--- src/rtl/regfile_dump_pkg.sv ---
// Shared definitions for the register-file dump master.
// Holds the default register-file geometry, which the CPU register file
// also uses, and the dump FSM state encoding.
package regfile_dump_pkg;

  localparam int RF_NUM_REGS   = 32;
  localparam int RF_ADDR_WIDTH = 5;
  localparam int RF_DATA_WIDTH = 32;

  typedef enum logic [2:0] {
    IDLE,
    READ,
    SEND,
    CSUM,
    DONE
  } state_t;

endpackage

--- src/rtl/regfile_dump.sv ---
// regfile_dump: read-side master for the CPU register file debug path.
// A start pulse walks addresses 0..NUM_REGS-1 through one combinational
// read port. Each word is captured and streamed out as a tagged beat on a
// valid/ready interface. The block drives the read address only and never
// writes the register file.
//
// Optional build macro: REGFILE_DUMP_CHECKSUM_EN
//   When defined, an XOR checksum of all words is appended as one extra
//   beat with out_csum=1, and that beat carries out_last instead of the
//   final register beat.
//
// Ports:
//   clk        system clock, rising edge
//   rst        synchronous active-high reset
//   start      single-cycle dump request, honoured only in IDLE
//   rd_addr    register-file read address
//   rd_data    combinational read data for rd_addr
//   out_valid  beat present on out_data/out_addr/out_last/out_csum
//   out_ready  consumer accepts the beat at a clk edge while out_valid=1
//   out_data   captured register word, or the checksum
//   out_addr   register index of out_data (0 for the checksum beat)
//   out_last   final beat of the dump
//   out_csum   beat is the checksum word
//   busy       high in every state except IDLE
//   done       one-cycle pulse after the final beat is accepted
//
// state | meaning
// ------+---------------------------------------------------------------
// IDLE  | waiting for start; read address parked at 0
// READ  | drive rd_addr=idx, capture rd_data into the output beat
// SEND  | present the captured beat until it is accepted
// CSUM  | present the checksum beat (checksum build only)
// DONE  | pulse done for one cycle, then return to IDLE
module regfile_dump
  import regfile_dump_pkg::*;
#(
  parameter int NUM_REGS   = RF_NUM_REGS,
  parameter int ADDR_WIDTH = RF_ADDR_WIDTH,
  parameter int DATA_WIDTH = RF_DATA_WIDTH
) (
  input  logic                  clk,
  input  logic                  rst,
  input  logic                  start,
  output logic [ADDR_WIDTH-1:0] rd_addr,
  input  logic [DATA_WIDTH-1:0] rd_data,
  output logic                  out_valid,
  input  logic                  out_ready,
  output logic [DATA_WIDTH-1:0] out_data,
  output logic [ADDR_WIDTH-1:0] out_addr,
  output logic                  out_last,
  output logic                  out_csum,
  output logic                  busy,
  output logic                  done
);

  localparam logic [ADDR_WIDTH-1:0] LAST_IDX = ADDR_WIDTH'(NUM_REGS - 1);

  state_t                state;
  logic [ADDR_WIDTH-1:0] idx;
  logic                  at_last;

  assign at_last = (idx == LAST_IDX);

  // The read port is only looked at in READ; parking the address at 0
  // elsewhere keeps the register-file mux quiet while idle.
  assign rd_addr = (state == READ) ? idx : '0;

`ifdef REGFILE_DUMP_CHECKSUM_EN
  logic [DATA_WIDTH-1:0] acc;
  logic                  csum_q;

  assign out_csum = csum_q;
`else
  assign out_csum = 1'b0;
`endif

  always_ff @(posedge clk) begin
    if (rst) begin
      state     <= IDLE;
      idx       <= '0;
      out_valid <= 1'b0;
      out_data  <= '0;
      out_addr  <= '0;
      out_last  <= 1'b0;
      busy      <= 1'b0;
      done      <= 1'b0;
`ifdef REGFILE_DUMP_CHECKSUM_EN
      acc       <= '0;
      csum_q    <= 1'b0;
`endif
    end else begin
      done <= 1'b0;
      case (state)
        IDLE: begin
          if (start) begin
            idx   <= '0;
            busy  <= 1'b1;
            state <= READ;
`ifdef REGFILE_DUMP_CHECKSUM_EN
            acc   <= '0;
`endif
          end
        end

        READ: begin
          out_data  <= rd_data;
          out_addr  <= idx;
`ifdef REGFILE_DUMP_CHECKSUM_EN
          out_last  <= 1'b0;
`else
          out_last  <= at_last;
`endif
          out_valid <= 1'b1;
          state     <= SEND;
        end

        SEND: begin
          if (out_ready) begin
`ifdef REGFILE_DUMP_CHECKSUM_EN
            acc <= acc ^ out_data;
`endif
            if (!at_last) begin
              out_valid <= 1'b0;
              idx       <= idx + 1'b1;
              state     <= READ;
            end else begin
`ifdef REGFILE_DUMP_CHECKSUM_EN
              // Fold the word being accepted now straight into the
              // checksum beat; out_valid stays high into CSUM.
              out_data <= acc ^ out_data;
              out_addr <= '0;
              out_last <= 1'b1;
              csum_q   <= 1'b1;
              state    <= CSUM;
`else
              out_valid <= 1'b0;
              out_last  <= 1'b0;
              done      <= 1'b1;
              state     <= DONE;
`endif
            end
          end
        end

`ifdef REGFILE_DUMP_CHECKSUM_EN
        CSUM: begin
          if (out_ready) begin
            out_valid <= 1'b0;
            out_last  <= 1'b0;
            csum_q    <= 1'b0;
            done      <= 1'b1;
            state     <= DONE;
          end
        end
`endif

        DONE: begin
          busy  <= 1'b0;
          state <= IDLE;
        end

        default: state <= IDLE;
      endcase
    end
  end

endmodule

--- config.mk ---
export PLATFORM = sky130hd
export DESIGN_NAME = regfile_dump
export DESIGN_NICKNAME = d
export VERILOG_FILES = /design/src/rtl/regfile_dump_pkg.sv /design/src/rtl/regfile_dump.sv
export SDC_FILE = /design/constraint.sdc
export NUM_CORES = 1
export LEC_CHECK = 0
export BUFFER_PORTS_ARGS = -buffer_cell sky130_fd_sc_hd__buf_2
export CORE_ASPECT_RATIO = 1.4
export CORE_MARGIN = 2
export CORE_UTILIZATION = 50
export CTS_BUF_LIST = sky130_fd_sc_hd__clkbuf_4 sky130_fd_sc_hd__clkbuf_8
export DETAILED_ROUTE_END_ITERATION = 8
export PLACE_DENSITY = 0.83
export SKIP_LAST_GASP = 1
export SYNTH_ARGS = -nofsm -noshare
export SYNTH_HDL_FRONTEND = slang
export SYNTH_SLANG_ARGS = --single-unit
--- constraint.sdc ---
create_clock -name clk -period 3.5 [get_ports clk]
set_clock_uncertainty 0.05 [all_clocks]
set_input_delay 0.7 -clock clk [delete_from_list [all_inputs] [get_ports clk]]
set_output_delay 0.7 -clock clk [all_outputs]
set_load 0.01 [all_outputs]
==> impl_metrics.toml, run 1 <==
[place]
post-place-ws_ps = 1246
io_buffers = 81
dpl.hpwl_um = 2977
dp_cells = 344
gp_congestion = 0.7858

[timing]
hold_violations = 0
relSlewSlack_pct = 39.73
max_freq_mhz = 390.2
grt_setup_unrepaired = "no"
setup_violations = 0
finalCriticalPeriod_ps = 2563
finalSetupTns_ps = 0
fin_ws_ps = 937.2
fin_crit_sh_pct = 73.22
worst_pin_slew_ps = 904.0
drv_slew = 0

[pwr]
irDropWorstVdd_v = 0.0003618
power_density_nw_per_um2 = 483.2
leakage_nw = 1.166

[setup_path]
regToRegStartpoint = "idx[0]"
crit_chain = "nor3b_4, nand2_1, inv_1, buf_2"
cp.arrival_ps = 1810
path_max_fanout = 16
reg2reg_depth = 6
startpoint_type = "flop"
crit_slowest_cell = "nor3b_4"
rr_endpoint = "idx[3]"
cp_slowest_stage_delay_ps = 630
endpoint_kind = "output port"
required_ps = 2750
r2r_setup_slack_ps = 1580
crit_type = "flop to output port"

[clocking]
insertion_delay_ps = 300
cts_max_level = 2
holdBufCountCts = 0
numCtsBuffers = 5
cts_setup_buffers = 0
cts_tree = "done"
cts_root_buf = "clkbuf_8"
numClockSinks = 49
clk_pin_slew_worst_paths_ps = 80
post_cts_resize_count = 0
cts.path.max_buffers = 2

[yosys]
synth_edf_count = 0
yosysMostFrequentCell = "nand2_1"
ys.flop_type = "dfxtp_1"
synth_top_area_share_pct = 49.81
seq_area_frac_synth_pct = 49.81
netlist-cell-type-count = 33
syn_area_um2 = 1969
synth_top_area_cell = "dfxtp_1"
synth_seq_cells = 49
synthArstFlopShare_pct = 0
synth_commonest_cells = "nand2_1, dfxtp_1, a21oi_1"
yosys_warnings = 0
synth_area_leaders = "dfxtp_1, nand2_1, a21oi_1, buf_6, buf_4"
syn_inst = 235
synth_area_per_cell_um2 = 8.380
synth_nets = 274

[final_layout]
num-nets-final = 347
drive_gt1_share_pct = 30.74
nFillCells = 341
antenna_cells = 0
seqCellArea_um2 = 980.9
multi_input_area_um2 = 845.8
syn_to_final_growth_pct = 24.97
fin_util_pct = 63.91
instances_no_fill = 352

[floorplan]
die_h_um = 78.26
pin_count = 83
placementRows = 27
initial_core_util_pct = 51.14
coreArea_um2 = 3851
die_w_um = 57.04
dieArea_um2 = 4464

[route]
wl_met2_um = 2219
met1_length_um = 1638
vias = 1816
routed.top_layer = "met4"
routedWlPerCell_um = 11.73
ant_nets = 0
vias_per_cell = 5.159
routed_wl_um = 4128
drc = 0
drt_iter0_markers = 62
met3_wirelength_um = 225
drtPass1Iterations = 4

[job]
drv_cap = 0

[min_path]
hp-class = "flop to flop"
holdCritStartpoint = "out_data[23]"
holdPathStages = 2
min_to = "out_data[23]"

[grt]
grt_max_degree = 51
grt_first_pass_wirelength_um = 6589
antenna_found_initial = 0
gr-total-overflow = 0
grt_usage_pct = 18.58
grt_pass1_vias = 1591

[status]
status = "completed"
==> metrics by stage <==
stage / hold WS [ps] / power [mW] / area [um2]
3_3_place_gp: 389.4 / 0.7389 / 2327
5_1_grt: 425.4 / 1.246 / 2461
4_1_cts: 405.7 / 1.205 / 2461
2_1_floorplan: 423.6 / 0.6958 / 1969
3_5_place_dp: 393.6 / 0.7413 / 2327
6_report: 404.4 / 1.189 / 2461
==> worst max path at each step <==
| stage | from | endpoint | slack [ps] |
|---|---|---|---|
| final | state[0] | rd_addr[2] | 940 |
| after global routing | state[0] | rd_addr[0] | 710 |
| after CTS | state[0] | rd_addr[2] | 920 |
| after detailed placement | state[0] | rd_addr[2] | 1250 |
| after global placement | state[0] | rd_addr[3] | 1300 |
| after floorplan | state[0] | rd_addr[0] | 1800 |
==> worst max-delay path, delay by kind of cell, from the launching register on <==
family	cells	cell delay (ps)
AND/OR/NAND/NOR	2	790
flip-flops	1	540
buffers and inverters	2	190
==> placed cells by master (no fill, tap or decap), types with 4 or more instances in the layout <==
master    count
a21oi_1      40
nand2_1      78
nand3b_1      4
nor2_1        6
nand2b_1      4
and3_1        4
buf_2        81
dfxtp_1      49
clkbuf_8      5
inv_1         7
==> flip-flops by register name, indices dropped and copies added (netlist names) <==
signal,cells
out_last,1
out_valid,1
out_data,32
idx,5
state,3
busy,1
done,1
out_addr,5
==> cells by family (layout without fill, tap and decap cells) <==
logic type | Yosys count | in the layout | synth area share, %
simple gates | 107 | 107 | 25.29
compound gates | 49 | 49 | 14.23
flops | 49 | 49 | 49.81
buf+inv | 24 | 98 | 7.561
fa+ha+maj | 3 | 3 | 1.906
mux | 2 | 2 | 1.017
other cells | 1 | 1 | 0.1904
==> power by group <==
part / switching [mW] / internal, mW
clock: 0.179 / 0.284
sequential: 0.0155 / 0.581
combinational: 0.0744 / 0.0550
==> layer usage <==
layer	vias to the layer above	global-route usage (%)
met2	55	35.29
met5	-	0
met3	5	4.942
li1	915	-
met4	0	7.674
met1	841	18.43
==> final cells by class <==
cell class	count	share of cell area [%]
sequential	49	39.86
multi-input combinational	162	34.37
timing repair buffer	83	17.08
clock buffer	5	2.796
clock inverter	3	2.644
tap	43	2.186
inverter	7	1.068
(Power assumes the default switching activity.)
==> inputs of run 2 (changes only) <==
--- a/config.mk
+++ b/config.mk
@@ -8,10 +8,10 @@
 export BUFFER_PORTS_ARGS = -buffer_cell sky130_fd_sc_hd__buf_2
 export CORE_ASPECT_RATIO = 1.4
 export CORE_MARGIN = 2
-export CORE_UTILIZATION = 50
+export CORE_UTILIZATION = 49
 export CTS_BUF_LIST = sky130_fd_sc_hd__clkbuf_4 sky130_fd_sc_hd__clkbuf_8
 export DETAILED_ROUTE_END_ITERATION = 8
-export PLACE_DENSITY = 0.83
+export PLACE_DENSITY = 0.82
 export SKIP_LAST_GASP = 1
 export SYNTH_ARGS = -nofsm -noshare
 export SYNTH_HDL_FRONTEND = slang
==> constraint.sdc (replaced) <==
create_clock -name clk -period 2.63 [get_ports clk]
set_clock_uncertainty 0.05 [all_clocks]
set_input_delay 0.526 -clock clk [delete_from_list [all_inputs] [get_ports clk]]
set_output_delay 0.526 -clock clk [all_outputs]
set_load 0.01 [all_outputs]
==> run 2 against run 1 <==
Effect of this change: sequential power rose by 33%; total power increased by 36%; first-iteration DRC count up 98%; global-route usage increased by 0.90 points; register-to-register slack worse by 1000 ps; non-clock buffer count grew 5; die area grew 1.9%; count of clock-buffer cells in the layout stayed put; setup slack worse by 470 ps; sequential share of layout area down 0.85 points; utilization increased by 0.83 points; clock power is 37% higher.
==> impl_metrics.toml, run 2 (synthesized netlist as in run 1, its figures left out) <==
[route]
routed_wl_um = 4419
vias = 1815
drt_iter0_markers = 123
drc = 0
ant_nets = 0
routedWlPerCell_um = 12.38
drtPass1Iterations = 4
vias_per_cell = 5.084

[pwr]
irDropWorstVdd_v = 0.0005123
leakage_nw = 1.196
power_density_nw_per_um2 = 642.9

[final_layout]
syn_to_final_growth_pct = 27.70
most-common-layout-cells = "buf_2, nand2_1, dfxtp_1"
num-nets-final = 352
layout_commonest_cell = "buf_2"
top_regs = "out_data x32, idx x5, out_addr x5"
largest_register_ffs = 32
nFillCells = 334
antenna_cells = 0
seqCellArea_um2 = 980.9
drive_gt1_share_pct = 31.85
largest-register = "out_data"
multi_input_area_um2 = 845.8

[timing]
worst_pin_slew_ps = 1191
finalSetupTns_ps = 0
fin_crit_sh_pct = 82.38
relSlewSlack_pct = 20.60
grt_setup_unrepaired = "no"
drv_slew = 0
setup_violations = 0
finalCriticalPeriod_ps = 2167
max_freq_mhz = 461.5
holdWs_ps = 400.3
hold_violations = 0

[floorplan]
placementRows = 27
pin_count = 83
die_w_um = 57.58
die_h_um = 79.01
coreArea_um2 = 3885
dieArea_um2 = 4549
initial_core_util_pct = 50.69

[clocking]
cts_max_level = 2
post_cts_resize_count = 0
insertion_delay_ps = 300
cts.path.max_buffers = 2
holdBufCountCts = 0
cts_tree = "done"
cts_root_buf = "clkbuf_8"
clk_pin_slew_worst_paths_ps = 90
cts_setup_buffers = 0
numCtsBuffers = 5
numClockSinks = 49

[setup_path]
path_max_fanout = 11
cp.arrival_ps = 1590
endpoint_kind = "output port"
crit_type = "flop to output port"
required_ps = 2050
startpoint_type = "flop"

[grt]
grt_pass1_vias = 1633
antenna_found_initial = 0
use_met3_pct = 4.560
grt_max_degree = 38
grtUsageMet1_pct = 22.22
met2_usage_pct = 33.41
gr-max-usage-layer = "met2"
grt_usage_pct = 19.48
gr-total-overflow = 0
grt_first_pass_wirelength_um = 6955

[place]
io_buffers = 81
gp_congestion = 0.8046
dpl.hpwl_um = 3084

[job]
drv_cap = 0

[min_path]
hp-class = "input port to flop"

[status]
status = "completed"
run 2: cell count changes in the layout (fill, tap and decap cells not counted), sizes merged:
cell,change
buf,+5
clkinv,-1
inv,+1
run 2: area by class of cell:
class	instances	share of cell area, %
inverters	7	1.045
clock inverters	3	2.736
repair buffers	88	18.71
multi-input cells	162	33.63
flip-flops and latches	49	39.01
well taps	43	2.139
clock buffers	5	2.736
run 2: worst paths after layout:
| kind | startpoint | slack, ps | to | cells past startpoint |
|---|---|---|---|---|
| max | state[0] | 460 | rd_addr[0] | 5 |
| min | rd_data[14] | 400 | out_data[14] | 3 |
| max reg2reg | state[2] | 550 | out_data[1] | 3 |
| min reg2reg | out_data[28] | 410 | out_data[28] | 2 |
run 2: metal layers:
metal / part of all wire, % / wire (um)
met4: 2.1 / 94
met1: 41 / 1825
met5: 0 / 0
met3: 6.3 / 278
met2: 50 / 2220
run 2: through the flow:
step | util, % | instance area [um2] | std cells | power (mW) | worst slack, ps
after floorplan | - | 1969 | 235 | 0.9259 | 980.1
after global placement | 60.10 | 2335 | 345 | 0.9854 | 607.0
after detailed placement | 60.10 | 2335 | 345 | 0.9887 | 530.1
after CTS | 63.64 | 2472 | 353 | 1.624 | 188.8
after global routing | 64.73 | 2515 | 357 | 1.684 | 275.4
final | 64.73 | 2515 | 357 | 1.617 | 463.3
run 2: where the power goes:
group	total (mW)	internal, mW	switching (mW)	leakage (nW)
Combinational	0.186	0.0827	0.103	0.729
Sequential	0.795	0.774	0.0211	0.398
Clock	0.636	0.383	0.254	0.0687
Total	1.62	1.24	0.378	1.20
run 2: worst max-delay path: stages, from the launching register on:
cell and delay (ps):
dfxtp_1 570, nor3b_4 320, buf_12 150, nand2_1 60, inv_1 60, buf_2 130
==> inputs of run 3 (changes only) <==
==> constraint.sdc (replaced) <==
create_clock -name clk -period 2 [get_ports clk]
set_clock_uncertainty 0.05 [all_clocks]
set_input_delay 0.4 -clock clk [delete_from_list [all_inputs] [get_ports clk]]
set_output_delay 0.4 -clock clk [all_outputs]
set_load 0.01 [all_outputs]
==> run 3 against run 2 <==
Effect of this change: sequential share of layout area up 0.38 points; first-iteration DRC count down 47%; sequential cell count unchanged; utilization down 0.55 points; global-route usage down 0.16 points; largest cell class unchanged; highest routed layer unchanged.
==> impl_metrics.toml, run 3 (synthesized netlist as in run 1, its figures left out) <==
[route]
vias = 1806
ant_nets = 0
drtPass1Iterations = 4
vias_per_cell = 5.045
routed_wl_um = 4341
drc = 0
routedWlPerCell_um = 12.13
drt_iter0_markers = 65

[final_layout]
num-nets-final = 353
most-common-layout-cells = "buf_2, nand2_1, dfxtp_1"
antenna_cells = 0
layout_commonest_cell = "buf_2"
largest-register = "out_data"
syn_to_final_growth_pct = 26.62
top_regs = "out_data x32, idx x5, out_addr x5"
drive_gt1_share_pct = 32.38
nFillCells = 346
final_area_um2 = 2494
largest_register_ffs = 32

[setup_path]
required_ps = 2180
cp_slowest_stage_delay_ps = 350
crit_type = "flop to flop"
startpoint_type = "flop"
endpoint_kind = "flop"
crit_chain = "ha_1, and3_1, ha_1, nand3b_1, a21boi_2, mux2i_1"
cp.arrival_ps = 2010
cp_top_family = "adder cells"
path_max_fanout = 5
cp_common_cell = "ha_1"
crit_slowest_cell = "dfxtp_1"
critical_path_buf_inv_count = 0

[job]
drv_cap = 0

[timing]
hold_violations = 0
drv_slew = 0
fin_ws_ps = 173.9
finalSetupTns_ps = 0
setup_violations = 0
max_freq_mhz = 547.6
finalCriticalPeriod_ps = 1826
holdWs_ps = 276.9
grt_setup_unrepaired = "no"
fin_crit_sh_pct = 91.30

[place]
io_buffers = 81
dpl.hpwl_um = 3093
gp_congestion = 0.8370
post-place-ws_ps = 198.5
post_dp_cell_area_um2 = 2365

[pwr]
irDropWorstVdd_v = 0.0007301
leakage_nw = 1.186
power_density_nw_per_um2 = 809.6

[grt]
gr-total-overflow = 0
antenna_found_initial = 0
grt_usage_pct = 19.31
grt_pass1_vias = 1632
grt_first_pass_wirelength_um = 6982
grt_max_degree = 38

[clocking]
clk_pin_slew_worst_paths_ps = 90
numCtsBuffers = 5
insertion_delay_ps = 300
cts.path.max_buffers = 2
cts_tree = "done"
cts_max_level = 2
numClockSinks = 49
holdBufCountCts = 0
cts_root_buf = "clkbuf_8"

[floorplan]
initial_core_util_pct = 50.69
die_w_um = 57.58
placementRows = 27
dieArea_um2 = 4549
coreArea_um2 = 3885
die_h_um = 79.01
pin_count = 83

[min_path]
hp-class = "input port to flop"

[status]
status = "completed"
-- run 3: cell count changes in the layout (fill, tap and decap cells not counted) --
cell / before / now
buf_4: 6 / 8
inv_6: 1 / 0
clkinvlp_4: 0 / 1
dfxtp_2: 0 / 1
dfxtp_1: 49 / 48
buf_12: 1 / 0
clkbuf_8: 5 / 6
bufinv_16: 2 / 1
-- run 3: worst register-to-register path, stage by stage (launching register included) --
cell      delay (ps)
dfxtp_1          350
ha_1             240
and3_1           210
ha_1             210
nand3b_1         230
a21boi_2         260
mux2i_1          210
-- run 3: power by group --
| part | internal (mW) | switching [mW] | leakage (nW) | total (mW) |
|---|---|---|---|---|
| clock | 0.407 | 0.328 | 0.0574 | 0.735 |
| sequential | 1.02 | 0.0214 | 0.399 | 1.04 |
| combinational | 0.106 | 0.140 | 0.730 | 0.246 |
| total | 1.53 | 0.489 | 1.19 | 2.02 |
-- run 3: what timing repair did --
item,CTS,global route
setup buffers,0,1
resized for setup,0,1
endpoints found under the setup margin,0,5
-- run 3: area by class of cell --
type / count / area [um2] / share of cell area, %
timing repair buffer: 89 / 465.4 / 18.67
clock buffer: 6 / 82.58 / 3.312
inverter: 7 / 26.28 / 1.054
multi-input combinational: 162 / 845.8 / 33.92
tap: 43 / 53.80 / 2.158
clock inverter: 2 / 37.54 / 1.505
sequential: 49 / 982.2 / 39.39
-- run 3: worst paths after layout --
check / startpoint / to / slack (ps) / depth (start not counted)
setup / recovery: idx[0] / idx[4] / 170 / 6
hold reg to reg: out_data[14] / out_data[14] / 400 / 2
hold / removal: rd_data[14] / out_data[14] / 280 / 3
setup reg to reg: idx[0] / idx[4] / 170 / 6
-- run 3: stage by stage --
step	cells	utilization, %	total power, mW
after CTS	357	63.96	2.035
after floorplan	235	-	1.218
after detailed placement	349	60.87	1.308
after global placement	349	60.87	1.301
after global routing	358	64.19	2.100
final	358	64.19	2.019
-- run 3: routing by layer --
metal | part of all wire [%] | vias to the layer above | GRT usage (%) | wire length (um)
li1 | - | 926 | - | -
met1 | 40 | 811 | 21.11 | 1729
met2 | 51 | 59 | 34.43 | 2234
met3 | 6.1 | 10 | 3.909 | 264
met4 | 2.6 | 0 | 9.767 | 112
met5 | 0 | - | 0 | 0
